`src/rtl/keypad_pkg.sv`:
```
// Shared types, sizes and the key-code map for the 4x4 matrix keypad scanner.
package keypad_pkg;

    localparam int NUM_ROWS = 4;
    localparam int NUM_COLS = 4;

    typedef enum logic [1:0] {
        SCAN,
        DEBOUNCE_PRESS,
        HELD,
        DEBOUNCE_RELEASE
    } state_t;

    // Indexed [row][col]; the bottom row carries E,0,F,D like the printed keypad.
    localparam logic [3:0] KEYMAP [NUM_ROWS][NUM_COLS] = '{
        '{4'h1, 4'h2, 4'h3, 4'hA},
        '{4'h4, 4'h5, 4'h6, 4'hB},
        '{4'h7, 4'h8, 4'h9, 4'hC},
        '{4'hE, 4'h0, 4'hF, 4'hD}
    };

    function automatic logic [3:0] keymap(input logic [1:0] r, input logic [1:0] c);
        return KEYMAP[r][c];
    endfunction

    // One-hot-low column drive for column index c.
    function automatic logic [NUM_COLS-1:0] col_drive(input logic [1:0] c);
        return ~(NUM_COLS'(1) << c);
    endfunction

endpackage

```
`src/rtl/sync_2ff.sv`:
```
// Two-flop synchronizer for asynchronous level inputs; resets to all-ones (idle pull-up level).
module sync_2ff #(
    parameter int WIDTH = 4
) (
    input  logic             clk,
    input  logic             reset,
    input  logic [WIDTH-1:0] d,
    output logic [WIDTH-1:0] q
);

    logic [WIDTH-1:0] meta;

    // NOTE: sequential state uses non-blocking assignments so every flop samples pre-edge values.
    always_ff @(posedge clk or negedge reset) begin
        if (!reset) begin
            meta <= '1;
            q    <= '1;
        end else begin
            meta <= d;
            q    <= meta;
        end
    end

endmodule

```
`src/rtl/keypad_scanner.sv`:
```
// 4x4 active-low keypad scanner: column scan, press/release debounce, and a two-digit history.
module keypad_scanner
    import keypad_pkg::*;
#(
    parameter int SCAN_CYCLES     = 48000,
    parameter int DEBOUNCE_CYCLES = 960000
) (
    input  logic                clk,
    input  logic                reset,
    input  logic [NUM_ROWS-1:0] row,
    output logic [NUM_COLS-1:0] col,
    output logic                key_valid,
    output logic [3:0]          key_code,
    output logic                key_held,
    output logic [3:0]          digit_left,
    output logic [3:0]          digit_right
);

    localparam int SCAN_W = (SCAN_CYCLES > 1) ? $clog2(SCAN_CYCLES) : 1;
    localparam int DEB_W  = (DEBOUNCE_CYCLES > 1) ? $clog2(DEBOUNCE_CYCLES) : 1;
    localparam logic [SCAN_W-1:0] SCAN_LAST = SCAN_W'(SCAN_CYCLES - 1);
    localparam logic [DEB_W-1:0]  DEB_LAST  = DEB_W'(DEBOUNCE_CYCLES - 1);

    logic [NUM_ROWS-1:0] row_s;
    state_t              state;
    logic [1:0]          idx;
    logic [1:0]          cap_row;
    logic [SCAN_W-1:0]   scan_cnt;
    logic [DEB_W-1:0]    deb_cnt;

    logic [NUM_ROWS-1:0] low;
    logic                single_low;
    logic [1:0]          low_idx;
    logic [NUM_ROWS-1:0] press_pattern;

    sync_2ff #(.WIDTH(NUM_ROWS)) u_row_sync (
        .clk   (clk),
        .reset (reset),
        .d     (row),
        .q     (row_s)
    );

    // NOTE: every always_comb output gets a default first so no path leaves it unassigned (no latch).
    always_comb begin
        low        = ~row_s;
        single_low = (low != '0) && ((low & (low - NUM_ROWS'(1))) == '0);
        low_idx    = '0;
        for (int i = NUM_ROWS - 1; i >= 0; i--) begin
            if (low[i]) low_idx = 2'(i);
        end
        press_pattern = ~(NUM_ROWS'(1) << cap_row);
    end

    // Counters only advance below their terminal value, so they cannot wrap inside a state.
    always_ff @(posedge clk or negedge reset) begin
        if (!reset) begin
            state       <= SCAN;
            idx         <= '0;
            cap_row     <= '0;
            scan_cnt    <= '0;
            deb_cnt     <= '0;
            col         <= 4'b1110;
            key_valid   <= 1'b0;
            key_code    <= '0;
            key_held    <= 1'b0;
            digit_left  <= '0;
            digit_right <= '0;
        end else begin
            key_valid <= 1'b0;
            unique case (state)
                SCAN: begin
                    if (scan_cnt == SCAN_LAST) begin
                        scan_cnt <= '0;
                        if (single_low) begin
                            cap_row <= low_idx;
                            deb_cnt <= '0;
                            state   <= DEBOUNCE_PRESS;
                        end else begin
                            idx <= idx + 2'd1;
                            col <= col_drive(idx + 2'd1);
                        end
                    end else begin
                        scan_cnt <= scan_cnt + SCAN_W'(1);
                    end
                end
                DEBOUNCE_PRESS: begin
                    if (row_s != press_pattern) begin
                        scan_cnt <= '0;
                        deb_cnt  <= '0;
                        state    <= SCAN;
                    end else if (deb_cnt == DEB_LAST) begin
                        deb_cnt     <= '0;
                        key_valid   <= 1'b1;
                        key_code    <= keymap(cap_row, idx);
                        digit_left  <= digit_right;
                        digit_right <= keymap(cap_row, idx);
                        key_held    <= 1'b1;
                        state       <= HELD;
                    end else begin
                        deb_cnt <= deb_cnt + DEB_W'(1);
                    end
                end
                HELD: begin
                    if (row_s[cap_row]) begin
                        deb_cnt <= '0;
                        state   <= DEBOUNCE_RELEASE;
                    end
                end
                DEBOUNCE_RELEASE: begin
                    if (!row_s[cap_row]) begin
                        deb_cnt <= '0;
                        state   <= HELD;
                    end else if (deb_cnt == DEB_LAST) begin
                        deb_cnt  <= '0;
                        scan_cnt <= '0;
                        key_held <= 1'b0;
                        idx      <= idx + 2'd1;
                        col      <= col_drive(idx + 2'd1);
                        state    <= SCAN;
                    end else begin
                        deb_cnt <= deb_cnt + DEB_W'(1);
                    end
                end
                default: state <= SCAN;
            endcase
        end
    end

endmodule
```
`config.mk`:
```
export PLATFORM = sky130hd
export DESIGN_NAME = keypad_scanner
export DESIGN_NICKNAME = d
export VERILOG_FILES = /design/src/rtl/keypad_pkg.sv /design/src/rtl/sync_2ff.sv /design/src/rtl/keypad_scanner.sv
export SDC_FILE = /design/constraint.sdc
export NUM_CORES = 1
export LEC_CHECK = 0
export CAP_MARGIN = 10
export CORE_MARGIN = 2
export CORE_UTILIZATION = 59
export DETAILED_ROUTE_END_ITERATION = 8
export GPL_ROUTABILITY_DRIVEN = 1
export PLACE_DENSITY = 0.8
export SKIP_CTS_REPAIR_TIMING = 1
export SLEW_MARGIN = 20
export SYNTH_ARGS = -nofsm -noshare
export SYNTH_HDL_FRONTEND = slang
export SYNTH_SLANG_ARGS = --single-unit
```
`constraint.sdc`:
```
create_clock -name clk -period 3.1 [get_ports clk]
set_input_delay 0.31 -clock clk [delete_from_list [all_inputs] [get_ports clk]]
set_output_delay 0.31 -clock clk [all_outputs]
set_load 0.01 [all_outputs]
```
==> impl_metrics.ini, run 1 <==
[run_status]
status = complete, but fails checks
violations = hold timing

[finish]
area_growth_pct = 11.40
diodes = 0
fin_nets = 398
layout-drive-gt1-share = 0.1279

[routing]
wl_um = 6953
dr.pass1.iters = 5
drtIter0Drc = 210
wire_per_inst_um = 14.92
viasPerCell = 5.998
vias = 2795
drtAntennaViolNets = 0
drc = 0

[synth]
synth.most_common_cell = dfrtp_1
synth_compound_area_frac = 0.1662
synth_xor_xnor_area_share = 0.007505
synthMuxAreaShare = 0.06433
synth_commonest_cells = dfrtp_1 (53), nand2_1 (44), nor2_1 (27)
yosysWarnings = 0
synth_top_family_by_area = simple AND/OR/NAND/NOR gates
syn_inst = 373
yosysTopAreaCellShare = 0.3788
synthArstFlopShare = 1.000
synthTopCellsByArea = dfrtp_1 (38%), dfstp_2 (8.3%), nand2_1 (4.7%)
synth-edff-count = 0
yosys.cell_types.count = 55
ys.flop_type = dfrtp_1
yosys.area.top_type = dfrtp_1
syn_nets = 385
ys_seq_area_frac = 0.4614
synth-simple-area-share = 0.2212
syn_avg_cell_area_sq_um = 9.386
synth_fa_ha_area_frac = 0.02144
ys_ff_latch = 64
syn_area_sq_mm = 0.003501

[die]
rows = 28
core_sq_mm = 0.005816
initial_utilization = 0.6020
dieArea_sq_mm = 0.006566
die_w_um = 81.03
io_pins = 24
die_h_um = 81.03

[worst_setup_path]
cp-start-kind = flop
required_ps = 3340
r2r-start = cap_row[0]
cp-startpoint = cap_row[0]
worst-setup-path-type = flop to flop
worst_setup_path_end_kind = flop
arrival_ps = 2680
critPathMaxFanout = 27

[timing]
rsz0062_at_grt = false
slew_violations = 0
slew_headroom = 0.3582
final.setup.tns_ps = 0
fmax_ghz = 0.4086
setup_viol = 0
hold_viol = 31
period_needed_ps = 2447
skew_ps = 7.568
hold_ws_ps = -19.87
worst_pin_slew_ps = 949.3
fin_crit_sh = 0.7895

[clock_tree]
htree_levels = 3
cts_sinks = 64
cts_tree = built
cts-root-buf = clkbuf_8
cts.clk_slew.worst_paths_ps = 70
cts_buffers = 9
clk_latency_ps = 350
cts_buffer_depth = 2

[pwr]
vdd_ir_drop_max_mv = 0.3190
pwr_density_cell_mw_per_mm2 = 408.9
power_leakage_nw = 1.677
p_total_mw = 1.595

[worst_hold_path]
hold_path.class = input pin to asynchronous set/reset pin

[job]
max-cap-violations = 0

[placed_design]
place.gp.congestion = 0.8523
io_buffers = 23
post-dp-hpwl_um = 4701

[global_route]
grt.overflow.total = 0
grt_max_degree = 51
antenna_found_initial = 0
grt_pass1_vias = 2529
grt_use_total = 0.2302
grt_first_pass_wirelength_um = 11610
==> placed cells by master, fill, tap and decap left out, types with 2 or more instances in the layout <==
| cell type | netlist | final |
|---|---|---|
| nor3_1 | 9 | 8 |
| nand3b_1 | 2 | 2 |
| a31oi_1 | 4 | 4 |
| a22o_1 | 5 | 5 |
| dfstp_2 | 11 | 11 |
| inv_1 | 15 | 15 |
| a21o_1 | 8 | 8 |
| nand2b_1 | 8 | 8 |
| o31ai_1 | 5 | 5 |
| nand3_1 | 22 | 22 |
| nor4_1 | 4 | 4 |
| a211o_1 | 2 | 2 |
| nor4b_1 | 2 | 2 |
| nand2_1 | 44 | 44 |
| or4_1 | 2 | 2 |
| mux2i_1 | 9 | 9 |
| o21ai_0 | 22 | 22 |
| clkinvlp_4 | 0 | 2 |
| buf_4 | 5 | 4 |
| clkbuf_8 | 0 | 9 |
| a211oi_1 | 2 | 2 |
| clkdlybuf4s50_1 | 0 | 22 |
| xnor2_1 | 3 | 3 |
| nor3b_1 | 2 | 2 |
| a21oi_1 | 16 | 16 |
| dfrtp_1 | 53 | 53 |
| and2_1 | 4 | 4 |
| mux2_2 | 10 | 10 |
| and3_1 | 6 | 6 |
| a22oi_1 | 6 | 6 |
| nand4_1 | 11 | 11 |
| clkinv_4 | 0 | 2 |
| nor2_1 | 27 | 27 |
| and4_1 | 4 | 4 |
| clkinv_2 | 0 | 2 |
| o21ai_1 | 6 | 6 |
| ha_1 | 6 | 6 |
==> worst paths after layout <==
| path | end | slack, ps | cells after the start |
|---|---|---|---|
| setup / recovery | deb_cnt[11] | 650 | 7 |
| hold reg to reg | u_row_sync.q[0] | 360 | 0 |
| hold / removal | scan_cnt[9] | -20 | 1 |
| max in group asynchronous | deb_cnt[9] | 2460 | 2 |
| min in group clk | u_row_sync.q[0] | 360 | 0 |
| setup reg to reg | deb_cnt[11] | 650 | 7 |
==> metal layers <==
metal  global-route usage  up-vias  wire length [um]
met2               0.3793       58              3414
met3              0.05889       14               255
met5                    0        -                 0
met1               0.2906     1356              3153
li1                     -     1367                 -
met4              0.09153        0               130
==> layout make-up <==
class / instances / area [sq um]
fill: 452 / 1916
multi-input combinational: 270 / 1688
sequential: 64 / 1615
timing repair buffer: 26 / 250.2
clock buffer: 9 / 123.9
tap: 75 / 93.84
clock inverter: 7 / 72.57
inverter: 15 / 56.30
==> through the flow <==
stage	cell area, sq um	instances	util	worst slack (ps)
after floorplan	3501	373	-	882.1
after global placement	3701	450	0.6364	738.6
final	3900	466	0.6706	652.6
after global routing	3900	466	0.6706	503.5
after detailed placement	3701	450	0.6364	666.2
after CTS	3897	466	0.6702	644.5
==> registers in the layout, indices dropped and copies added (netlist names), 2 cells and up <==
| signal | cells |
|---|---|
| digit_right | 4 |
| state | 2 |
| u_row_sync.q | 4 |
| scan_cnt | 16 |
| idx | 2 |
| u_row_sync.meta | 4 |
| digit_left | 4 |
| col | 4 |
| deb_cnt | 20 |
| cap_row | 2 |
==> critical path, cell delays in order, from the launching register on <==
cell and delay (ps):
dfrtp_1 590, mux4_2 580, and2_1 220, nand2_1 210, a21oi_4 70, buf_4 230, a21o_1 190, a22o_1 230
==> kinds of logic after synthesis <==
group                      count (synthesis)
muxes                                     20
and+or+nand+nor                          153
adders and majority gates                  6
DFF                                       64
buffers and inverters                     39
xor gates and xnor gates                   3
AOI/OAI and AO/OA                         88
==> where the power goes <==
part           total, mW  internal, mW  switching [mW]
clock network      0.709         0.370           0.339
registers          0.853         0.845         0.00794
logic             0.0332        0.0121          0.0211
total               1.59          1.23           0.368
Note: power is estimated with default switching activity, not from simulation.
==> run 2, diff against run 1 <==
==> constraint.sdc (replaced) <==
create_clock -name clk -period 2.3 [get_ports clk]
set_input_delay 0.23 -clock clk [delete_from_list [all_inputs] [get_ports clk]]
set_output_delay 0.23 -clock clk [all_outputs]
set_load 0.01 [all_outputs]
==> impl_metrics.ini, run 2 (synthesis results as in run 1) <==
[run_status]
status = completed

[die]
die_h_um = 81.03
die_w_um = 81.03
dieArea_sq_mm = 0.006566
core_sq_mm = 0.005816
io_pins = 24
rows = 28
initial_utilization = 0.6020

[worst_setup_path]
critPathMaxStageDelay_ps = 440
critPathMaxFanout = 9
arrival_ps = 2520
worst_setup_path_end_kind = flop
worst_path_max_delay_cell = dfrtp_1
crit_buf_inv = 1
crit_family = simple AND/OR/NAND/NOR gates
r2r_slack_ps = 10
rr_endpoint = digit_right[3]
worst-setup-path-type = flop to flop
required_ps = 2530
r2r-start = deb_cnt[1]
cp-start-kind = flop
reg2regPathDepth = 7
path_cells = ha_4 > and4_1 > nand2_1 > nor3_1 > and4b_1 > buf_4 > mux2_2

[placed_design]
place.gp.congestion = 0.8270
place_worst_setup_slack_ps = 14.00
post-dp-hpwl_um = 5126
io_buffers = 23
placedCellCount = 469

[timing]
skew_ps = 7.246
hold_viol = 0
period_needed_ps = 2288
slew_headroom = 0.4704
postLayoutSetupSlackWorst_ps = 12.32
setup_viol = 0
worst_pin_slew_ps = 794.4
slew_violations = 0
final.setup.tns_ps = 0
fmax_ghz = 0.4371
fin_crit_sh = 0.9946
rsz0062_at_grt = true

[routing]
drc = 0
wire_per_inst_um = 16.41
viasPerCell = 6.045
wl_um = 8040
vias = 2962
dr.pass1.iters = 5
drtIter0Drc = 255
drtAntennaViolNets = 0

[clock_tree]
cts_buffer_depth = 2
cts-root-buf = clkbuf_8
cts_tree = built
cts_buffers = 9
clk_latency_ps = 350
cts.clk_slew.worst_paths_ps = 70
cts_sinks = 64
htree_levels = 3

[pwr]
pwr_density_cell_mw_per_mm2 = 573.9
power_leakage_nw = 1.843
vdd_ir_drop_max_mv = 0.5414

[finish]
area_growth_pct = 20.37
final_common_cell = dfrtp_1
reg.largest.list = deb_cnt (20), scan_cnt (16)
final_cell_mix = dfrtp_1 (53), nand2_1 (42), nor2_1 (27)
layout.cells.non_filler = 490
fin_nets = 422
regMostFlops = deb_cnt
largest_reg_flops = 20
diodes = 0
layout-drive-gt1-share = 0.2000

[global_route]
grt_use_total = 0.2546
grt.overflow.total = 0
grt_max_degree = 65
antenna_found_initial = 0
grt_pass1_vias = 2711
grt_first_pass_wirelength_um = 12710

[job]
max-cap-violations = 0

[worst_hold_path]
hold_path.class = input pin to asynchronous set/reset pin
-- run 2: where the power goes --
| part | switching (mW) | internal (mW) | leakage, nW | total, mW |
|---|---|---|---|---|
| clock | 0.444 | 0.777 | 0.126 | 1.22 |
| combinational | 0.0321 | 0.0173 | 0.876 | 0.0494 |
| sequential | 0.00925 | 1.14 | 0.841 | 1.15 |
| total | 0.485 | 1.93 | 1.84 | 2.42 |
-- run 2: routing by layer --
metal | track usage | vias up | wire, um
li1 | - | 1416 | -
met1 | 0.3212 | 1433 | 3444
met2 | 0.4198 | 95 | 4059
met3 | 0.07222 | 18 | 382
met4 | 0.08983 | 0 | 154
met5 | 0 | - | 0
-- run 2: how the worst max path moves through the flow --
stage / cells past startpoint / endpoint / from
3_3_place_gp: 7 / scan_cnt[11] / deb_cnt[0]
6_report: 7 / digit_right[3] / deb_cnt[1]
3_5_place_dp: 7 / scan_cnt[10] / deb_cnt[0]
5_1_grt: 7 / scan_cnt[8] / deb_cnt[1]
2_1_floorplan: 8 / deb_cnt[16] / u_row_sync.q[1]
4_1_cts: 7 / scan_cnt[7] / deb_cnt[1]
-- run 2: stage by stage --
| stage | hold slack [ps] | total power [mW] | utilization | area (sq um) |
|---|---|---|---|---|
| floorplan | -65.59 | 1.182 | - | 3501 |
| global placement | 346.2 | 1.215 | 0.6609 | 3844 |
| detailed placement | 348.7 | 1.218 | 0.6609 | 3844 |
| CTS | 77.87 | 2.433 | 0.7046 | 4098 |
| global route | 128.4 | 2.493 | 0.7246 | 4214 |
| finish | 57.07 | 2.418 | 0.7246 | 4214 |
-- run 2: layout make-up --
cell class              instances  area, sq um
repair buffers                 49        431.7
clock inverters                 5        102.6
fillers                       434         1602
inverters                      15        56.30
multi-input cells             271         1763
clock buffers                  11        151.4
flip-flops and latches         64         1615
well taps                      75        93.84
